==> config.mk <==
export PLATFORM = sky130hd
export DESIGN_NAME = mux_4bit
export DESIGN_NICKNAME = d
export VERILOG_FILES = /design/src/rtl/mux_4bit.sv
export SDC_FILE = /design/constraint.sdc
export NUM_CORES = 1
export LEC_CHECK = 0
export ABC_AREA = 1
export CELL_PAD_IN_SITES_DETAIL_PLACEMENT = 0
export CELL_PAD_IN_SITES_GLOBAL_PLACEMENT = 2
export CORE_UTILIZATION = 14
export CTS_CLUSTER_SIZE = 24
export DETAILED_ROUTE_END_ITERATION = 16
export GPL_TIMING_DRIVEN = 0
export PLACE_DENSITY_LB_ADDON = 0.1
export SYNTH_ARGS = -nofsm -noshare
export SYNTH_HDL_FRONTEND = slang
export SYNTH_SLANG_ARGS = --single-unit
==> constraint.sdc <==
create_clock -name clk -period 0.8 [get_ports clk]
set_input_delay 0.12 -clock clk [delete_from_list [all_inputs] [get_ports clk]]
set_output_delay 0.12 -clock clk [all_outputs]
set_load 0.1 [all_outputs]
==> src/rtl/mux_4bit.sv <==
`default_nettype none
// ============================================================================
// Module   : mux_4bit
// Purpose  : WIDTH-bit 2:1 word multiplexer. This is the result selector in
//            the carry-select adder. The carry out of the lower block drives
//            s and picks between the two precomputed sums.
//            The combinational output c has zero latency. A registered copy
//            c_q is also provided, with a sticky valid flag, for pipelined
//            consumers.
// Ports    : clk     in   1      rising-edge clock (registered path only)
//            rst_n   in   1      asynchronous active-low reset
//            a       in   WIDTH  operand chosen when s=0 (sum, carry-in 0)
//            b       in   WIDTH  operand chosen when s=1 (sum, carry-in 1)
//            s       in   1      select: 0 -> a, 1 -> b
//            en      in   1      capture enable for the registered path
//            c       out  WIDTH  combinational result
//            c_q     out  WIDTH  registered result
//            q_valid out  1      c_q holds a captured value
// Revision : 1.0  initial release
// ============================================================================
module mux_4bit #(
  parameter int               WIDTH   = 4,
  parameter logic [WIDTH-1:0] RST_VAL = '0
) (
  input  logic             clk,
  input  logic             rst_n,
  input  logic [WIDTH-1:0] a,
  input  logic [WIDTH-1:0] b,
  input  logic             s,
  input  logic             en,
  output logic [WIDTH-1:0] c,
  output logic [WIDTH-1:0] c_q,
  output logic             q_valid
);

  logic [WIDTH-1:0] w_sel;
  logic [WIDTH-1:0] r_c_q;
  logic             r_q_valid;

  // A plain conditional select: every bit comes from the same operand.
  // An X or Z on s follows normal ?: merge semantics, so no extra
  // X-resolution logic is added here.
  assign w_sel = s ? b : a;
  assign c     = w_sel;

  // Registered copy. The reset is asynchronous and takes priority over en.
  // Once q_valid is set it stays set until the next reset.
  always_ff @(posedge clk or negedge rst_n) begin
    if (!rst_n) begin
      r_c_q     <= RST_VAL;
      r_q_valid <= 1'b0;
    end else if (en) begin
      r_c_q     <= w_sel;
      r_q_valid <= 1'b1;
    end
  end

  assign c_q     = r_c_q;
  assign q_valid = r_q_valid;

endmodule
`default_nettype wire

Word-level counts from Yosys, hierarchy flattened. Cells that the tools add are included.

Mux-type cells: 1.

Operator list (count): 4-bit two-way mux (1).

Bits in registers: 5. Input bits: 12. Output and inout port bits: 9. Word-level logic and storage cells: 3.

Depth between registers and ports, before layout. Gate-level depths: netlist of run 1.

Depth after elaboration: 1. Gate-level depth with buffers: 4. Mapped depth without buffers: 4.

Worst setup path after synthesis of run 1. No wires, ideal clock.

Kind: reg2reg. From: register, netlist name q_valid. To: register r_q_valid, in the netlist q_valid. Library setup time: 0.129 ns. Arrival: 1.137 ns. Required time: 0.671 ns. Setup slack: -0.466 ns. Cell stages (with the launch flop): 2. Buffers on the path: 0. Clock period less this slack: 1.266 ns. Cells stage by stage: dfrtp_1 -> or2_2.

RTL lines: end signal, assigned (RTL line 51) `r_q_valid <= 1'b0;`; end signal, assigned (RTL line 54) `r_q_valid <= 1'b1;`; end, declared (RTL line 38) `logic r_q_valid;`.

Worst setup path in the final report of run 1.
From: register r_c_q[1], in the netlist c_q[1]. To: output port c_q[1].

RTL lines: start, declared (RTL line 37) `logic [WIDTH-1:0] r_c_q;`; start signal, assigned (RTL line 53) `r_c_q <= w_sel;`; end, declared (RTL line 32) `output logic [WIDTH-1:0] c_q,`.

No word-level cell between the ends.

==> qor.csv, run 1 <==
metric;value;unit
vias;363;
outcome;complete, but fails checks;
finalMaxSlewViolations;0;
grt_max_degree;7;
drt_iter0_drc;3;
worst_slack;-0.210;ns
critPathMaxStageDelay;0.48;ns
place_congestion;0.641;
p_per_area;1600;nW/µm²
required;0.68;ns
r2r_start;q_valid;
grt_pass1_vias;388;
reg2reg_slack;0.07;ns
p_leak;0.000416;µW
rsz0062_at_grt;yes;
whs;0.103;ns
die-area;2140;µm²
r2r-end;q_valid;
worstMarginPinSlew;0.310;ns
avgViaCountPerCell;3.46;
crit_buf_inv;1;
ant_nets;0;
maxCapViolations;0;
path_class;reg -> out;
die_h;46.2;µm
clock_latency;0.24;ns
grt_pass1_wl;1.52;mm
cts_tree;yes;
synthCells;40;
antenna_found_initial;0;
startpoint_type;flip-flop;
clock_sinks;5;
route.detailed.drc;0;
fin_crit_sh;1.26;
ys_warn_count;0;
cts-htree-levels;1;
clock-root-buffer;clkbuf_4;
path_cells;buf_12;
start_util;0.154;
period_needed;1.01;ns
hp-class;in -> async;
ys_top_cells_by_area;dfrtp_1, nand2_1, inv_1;
coreArea;1780;µm²
relSlewSlack;0.793;
row_count;15;
power;1250;µW
drt_pre_antenna_iters;2;
irDropWorstVdd;0.445;mV
synthDistinctLibCells;7;
numPortBuffers;20;
avgSynthCellArea;6.85;µm²
avgRoutedWirePerCell;8.88;µm
synth_nets;52;
fp.dieW;46.2;µm
cp.arrival;0.89;ns
setup_viol;5;
yosysTopAreaCellShare;0.457;
track_usage;0.103;
stdcell_count;105;
gr-total-overflow;0;
clk_pin_slew;0.04;ns
antennaDiodeCount;0;
numCtsBuffers;3;
slowest_stage;dfrtp_4;
area_growth;186;%
synth_area_leader_cell;dfrtp_1;
skew;0;ns
crit_path_max_fanout;2;
critPathTopFamily;flip-flops;
drive_gt1_frac;0.725;
synth_seq_cells;5;
syn-cell-area;274;µm²
clock_path_buffers;2;
ios;21;
hold_viol_final;0;
ys_seq_area_frac;0.457;
wirelength;932;µm
dp.cells;85;
nets;93;
rr_worst_depth;1;
violations;negative setup slack;
max_freq;0.990;GHz
critPathCaptureType;output port;
==> metrics by stage <==
stage | worst slack (ns) | TNS [ns] | util | area, µm²
finish | -0.210 | -0.970 | 0.439 | 783
detailed placement | -1.44 | -11.49 | 0.295 | 527
global route | -0.237 | -1.11 | 0.439 | 783
floorplan | -0.249 | -0.461 | - | 295
CTS | -0.222 | -1.04 | 0.418 | 744
global placement | -1.45 | -11.45 | 0.295 | 527
==> cells in the mapped netlist <==
cell type  number
nand3_1         4
and2_1          4
dfrtp_1         5
inv_2           1
or2_2           1
inv_1           9
nand2_1        16
==> cell type report <==
class                           count  area, µm²
Clock buffer                        4       26.3
Fill cell                         180       1000
Inverter                           10       50.0
Multi-Input combinational cell     25        164
Sequential cell                     5        141
Tap cell                           25       31.3
Timing Repair Buffer               36        370
==> placed cells by master (no fill, tap or decap), types with 3 or more instances in the layout <==
cell type   n
inv_2       3
nand3_2     3
and2_4      4
buf_12      9
clkbuf_4    3
inv_1       6
nand2_1    12
buf_4      16
nand2_4     3
dfrtp_4     4
buf_2       8
==> timing repair <==
item	4_1_cts	5_1_grt
resized for setup	118	16
setup endpoints to repair	14	13
pin swaps	7	4
setup buffers	18	0
hold buffers	0	0
==> where the power goes <==
part / internal (µW) / switching [µW]
logic: 270 / 388
registers: 290 / 22.2
clock network: 188 / 94.7
==> state kept, by name, summed over array words and instances, names as in the netlist <==
signal	count
c_q	4
q_valid	1
==> routing by layer <==
metal  track usage  routed length (µm)  up-vias
li1              -                   -      196
met5             0                   0        -
met4        0.0882                   0        0
met2         0.161                 476       15
met3        0.0118                  38        0
met1         0.125                 417      152
==> cells by family (layout without fill, tap and decap cells) <==
logic type,count (synthesis),after routing,share of synthesized area
simple gates,25,25,0.406
flops,5,5,0.457
buf+inv,10,50,0.137
==> how the worst max path moves through the flow <==
stage          startpoint      end  cells past startpoint
3_5_place_dp            s     c[2]                      5
2_1_floorplan     q_valid  q_valid                      1
6_report           c_q[1]   c_q[1]                      1
4_1_cts            c_q[1]   c_q[1]                      1
5_1_grt            c_q[3]   c_q[3]                      1
3_3_place_gp            s     c[2]                      5
Power figures use the tool's default switching activity.
==> inputs of run 2 (changes only) <==
--- a/config.mk
+++ b/config.mk
@@ -13,6 +13,7 @@
 export DETAILED_ROUTE_END_ITERATION = 16
 export GPL_TIMING_DRIVEN = 0
 export PLACE_DENSITY_LB_ADDON = 0.1
+export SKIP_CTS_REPAIR_TIMING = 1
 export SYNTH_ARGS = -nofsm -noshare
 export SYNTH_HDL_FRONTEND = slang
 export SYNTH_SLANG_ARGS = --single-unit
==> run 2 against run 1 <==
  * The run still ends with negative setup slack left
  * Wire length shrank 21%
  * Utilization shrank 5.0 points
  * Clock power is essentially flat
  * Power shrank 4.9%
  * Sequential share of layout area grew 2.3 points
  * Register-to-register slack is essentially flat
  * First-iteration DRC count shrank 67%
  * Critical path type unchanged
  * Largest power group unchanged
==> qor.csv, run 2 (synthesis gave the netlist of run 1 again) <==
metric;value;unit;change
startpoint_type;flip-flop;;
critPathTopFamily;flip-flops;;
drt_iter0_drc;1;;-2
period_needed;1.01;ns;-0.000398 ns
slowest_stage;dfrtp_4;;
final_core_util;0.389;;-0.0498
finalMaxSlewViolations;0;;unchanged
path_depth;1;;unchanged
clk_pin_slew;0.04;ns;about the same
die-area;2140;µm²;unchanged
irDropWorstVdd;0.440;mV;-1.1%
maxCapViolations;0;;unchanged
mostFrequentLayoutCells;inv_1, nand2_1, buf_12, nand2_2, dlymetal6s2s_1;;
avgRoutedWirePerCell;8.09;µm;-8.9%
p_per_area;1720;nW/µm²;+7.3%
max_freq;0.991;GHz;about the same
nets;79;;-15%
ios;21;;unchanged
crit_path_max_fanout;2;;unchanged
row_count;15;;unchanged
numPortBuffers;20;;unchanged
gr-total-overflow;0;;unchanged
stdcell_count;91;;-13%
tns;-0.970;ns;+0.000609 ns
route.detailed.drc;0;;unchanged
violations;negative setup slack;;
multi_input_area;141;µm²;-14%
cts_tree;yes;;
stdcell_area;694;µm²;-11%
worstSetupStartpoint;c_q[1];;
hp-class;in -> async;;
p_leak;0.000398;µW;-4.5%
skew;0;ns;unchanged
rsz0062_at_grt;yes;;
r2r-end;q_valid;;
clock_path_buffers;2;;unchanged
clock_latency;0.24;ns;about the same
r2r_start;q_valid;;
fp.dieW;46.2;µm;unchanged
num-fill-cells;192;;+6.7%
cts-htree-levels;1;;unchanged
track_usage;0.0790;;-0.0242
drive_gt1_frac;0.530;;-0.195
path_class;reg -> out;;
dp.cells;85;;unchanged
outcome;complete, but fails checks;;
clock-root-buffer;clkbuf_4;;
clock_sinks;5;;unchanged
die_h;46.2;µm;unchanged
setup_viol;5;;unchanged
fin_crit_sh;1.26;;about the same
regArea;141;µm²;unchanged
largest_reg_flops;4;;unchanged
start_util;0.154;;unchanged
whs;0.103;ns;+0.0000340 ns
numCtsBuffers;3;;unchanged
hold_viol_final;0;;unchanged
relSlewSlack;0.832;;+0.0384
antenna_found_initial;0;;unchanged
rr_worst_depth;1;;unchanged
grt_pass1_wl;1.15;mm;-25%
critPathCapture;c_q[1];;
worstMarginPinSlew;0.252;ns;-0.0580 ns
worst_slack;-0.210;ns;+0.000398 ns
place_congestion;0.641;;unchanged
critPathMaxStageDelay;0.48;ns;about the same
drt_pre_antenna_iters;2;;unchanged
required;0.68;ns;about the same
cp.arrival;0.89;ns;about the same
antennaDiodeCount;0;;unchanged
path_cells;buf_12;;
placed_area;527;µm²;unchanged
area_growth;153;%;
reg2reg_slack;0.07;ns;about the same
critPathCaptureType;output port;;
ant_nets;0;;unchanged
crit_buf_inv;1;;unchanged
avgViaCountPerCell;3.47;;+0.45%
grt_max_degree;7;;unchanged
wirelength;736;µm;-21%
coreArea;1780;µm²;unchanged
grt_pass1_vias;298;;-23%
vias;316;;-13%
==> run 2: power by group <==
part / internal [µW] / total, µW / switching, µW
combinational: 232 / 597 / 366
clock: 188 / 283 / 94.7
sequential: 290 / 312 / 22.1
==> run 2: layer usage <==
metal	vias to the layer above	GRT usage	wire length, µm
li1	166	-	-
met1	135	0.0988	320
met2	15	0.107	374
met3	0	0.0118	41
met4	0	0.0882	0
met5	-	0	0
==> run 2: cell type report <==
class | instances | share of cell area
timing repair buffer | 22 | 0.445
multi-input combinational | 25 | 0.204
sequential | 5 | 0.204
tap | 25 | 0.0450
clock buffer | 4 | 0.0378
inverter | 10 | 0.0649
==> run 2: worst min-delay path by stage <==
stage               start      end  slack, ns  cells after the start
detailed placement  rst_n   c_q[2]       0.36                      1
global placement    rst_n   c_q[2]       0.37                      1
floorplan           rst_n  q_valid      -0.18                      0
finish              rst_n   c_q[0]       0.10                      1
CTS                 rst_n   c_q[3]       0.10                      1
global route        rst_n   c_q[3]       0.11                      1
==> run 2: metrics by stage <==
step                total power [µW]  setup WS [ns]
floorplan                        642         -0.249
detailed placement               789          -1.44
global placement                 789          -1.45
finish                          1190         -0.210
CTS                             1080          -1.45
global route                    1260         -0.237
==> inputs of run 3 (changes only) <==
--- a/config.mk
+++ b/config.mk
@@ -9,6 +9,7 @@
 export CELL_PAD_IN_SITES_DETAIL_PLACEMENT = 0
 export CELL_PAD_IN_SITES_GLOBAL_PLACEMENT = 2
 export CORE_UTILIZATION = 14
+export CTS_CLUSTER_DIAMETER = 60
 export CTS_CLUSTER_SIZE = 24
 export DETAILED_ROUTE_END_ITERATION = 16
 export GPL_TIMING_DRIVEN = 0
==> results of run 3 <==
Same layout as run 2: the final DEF is identical, and so are final timing and power.
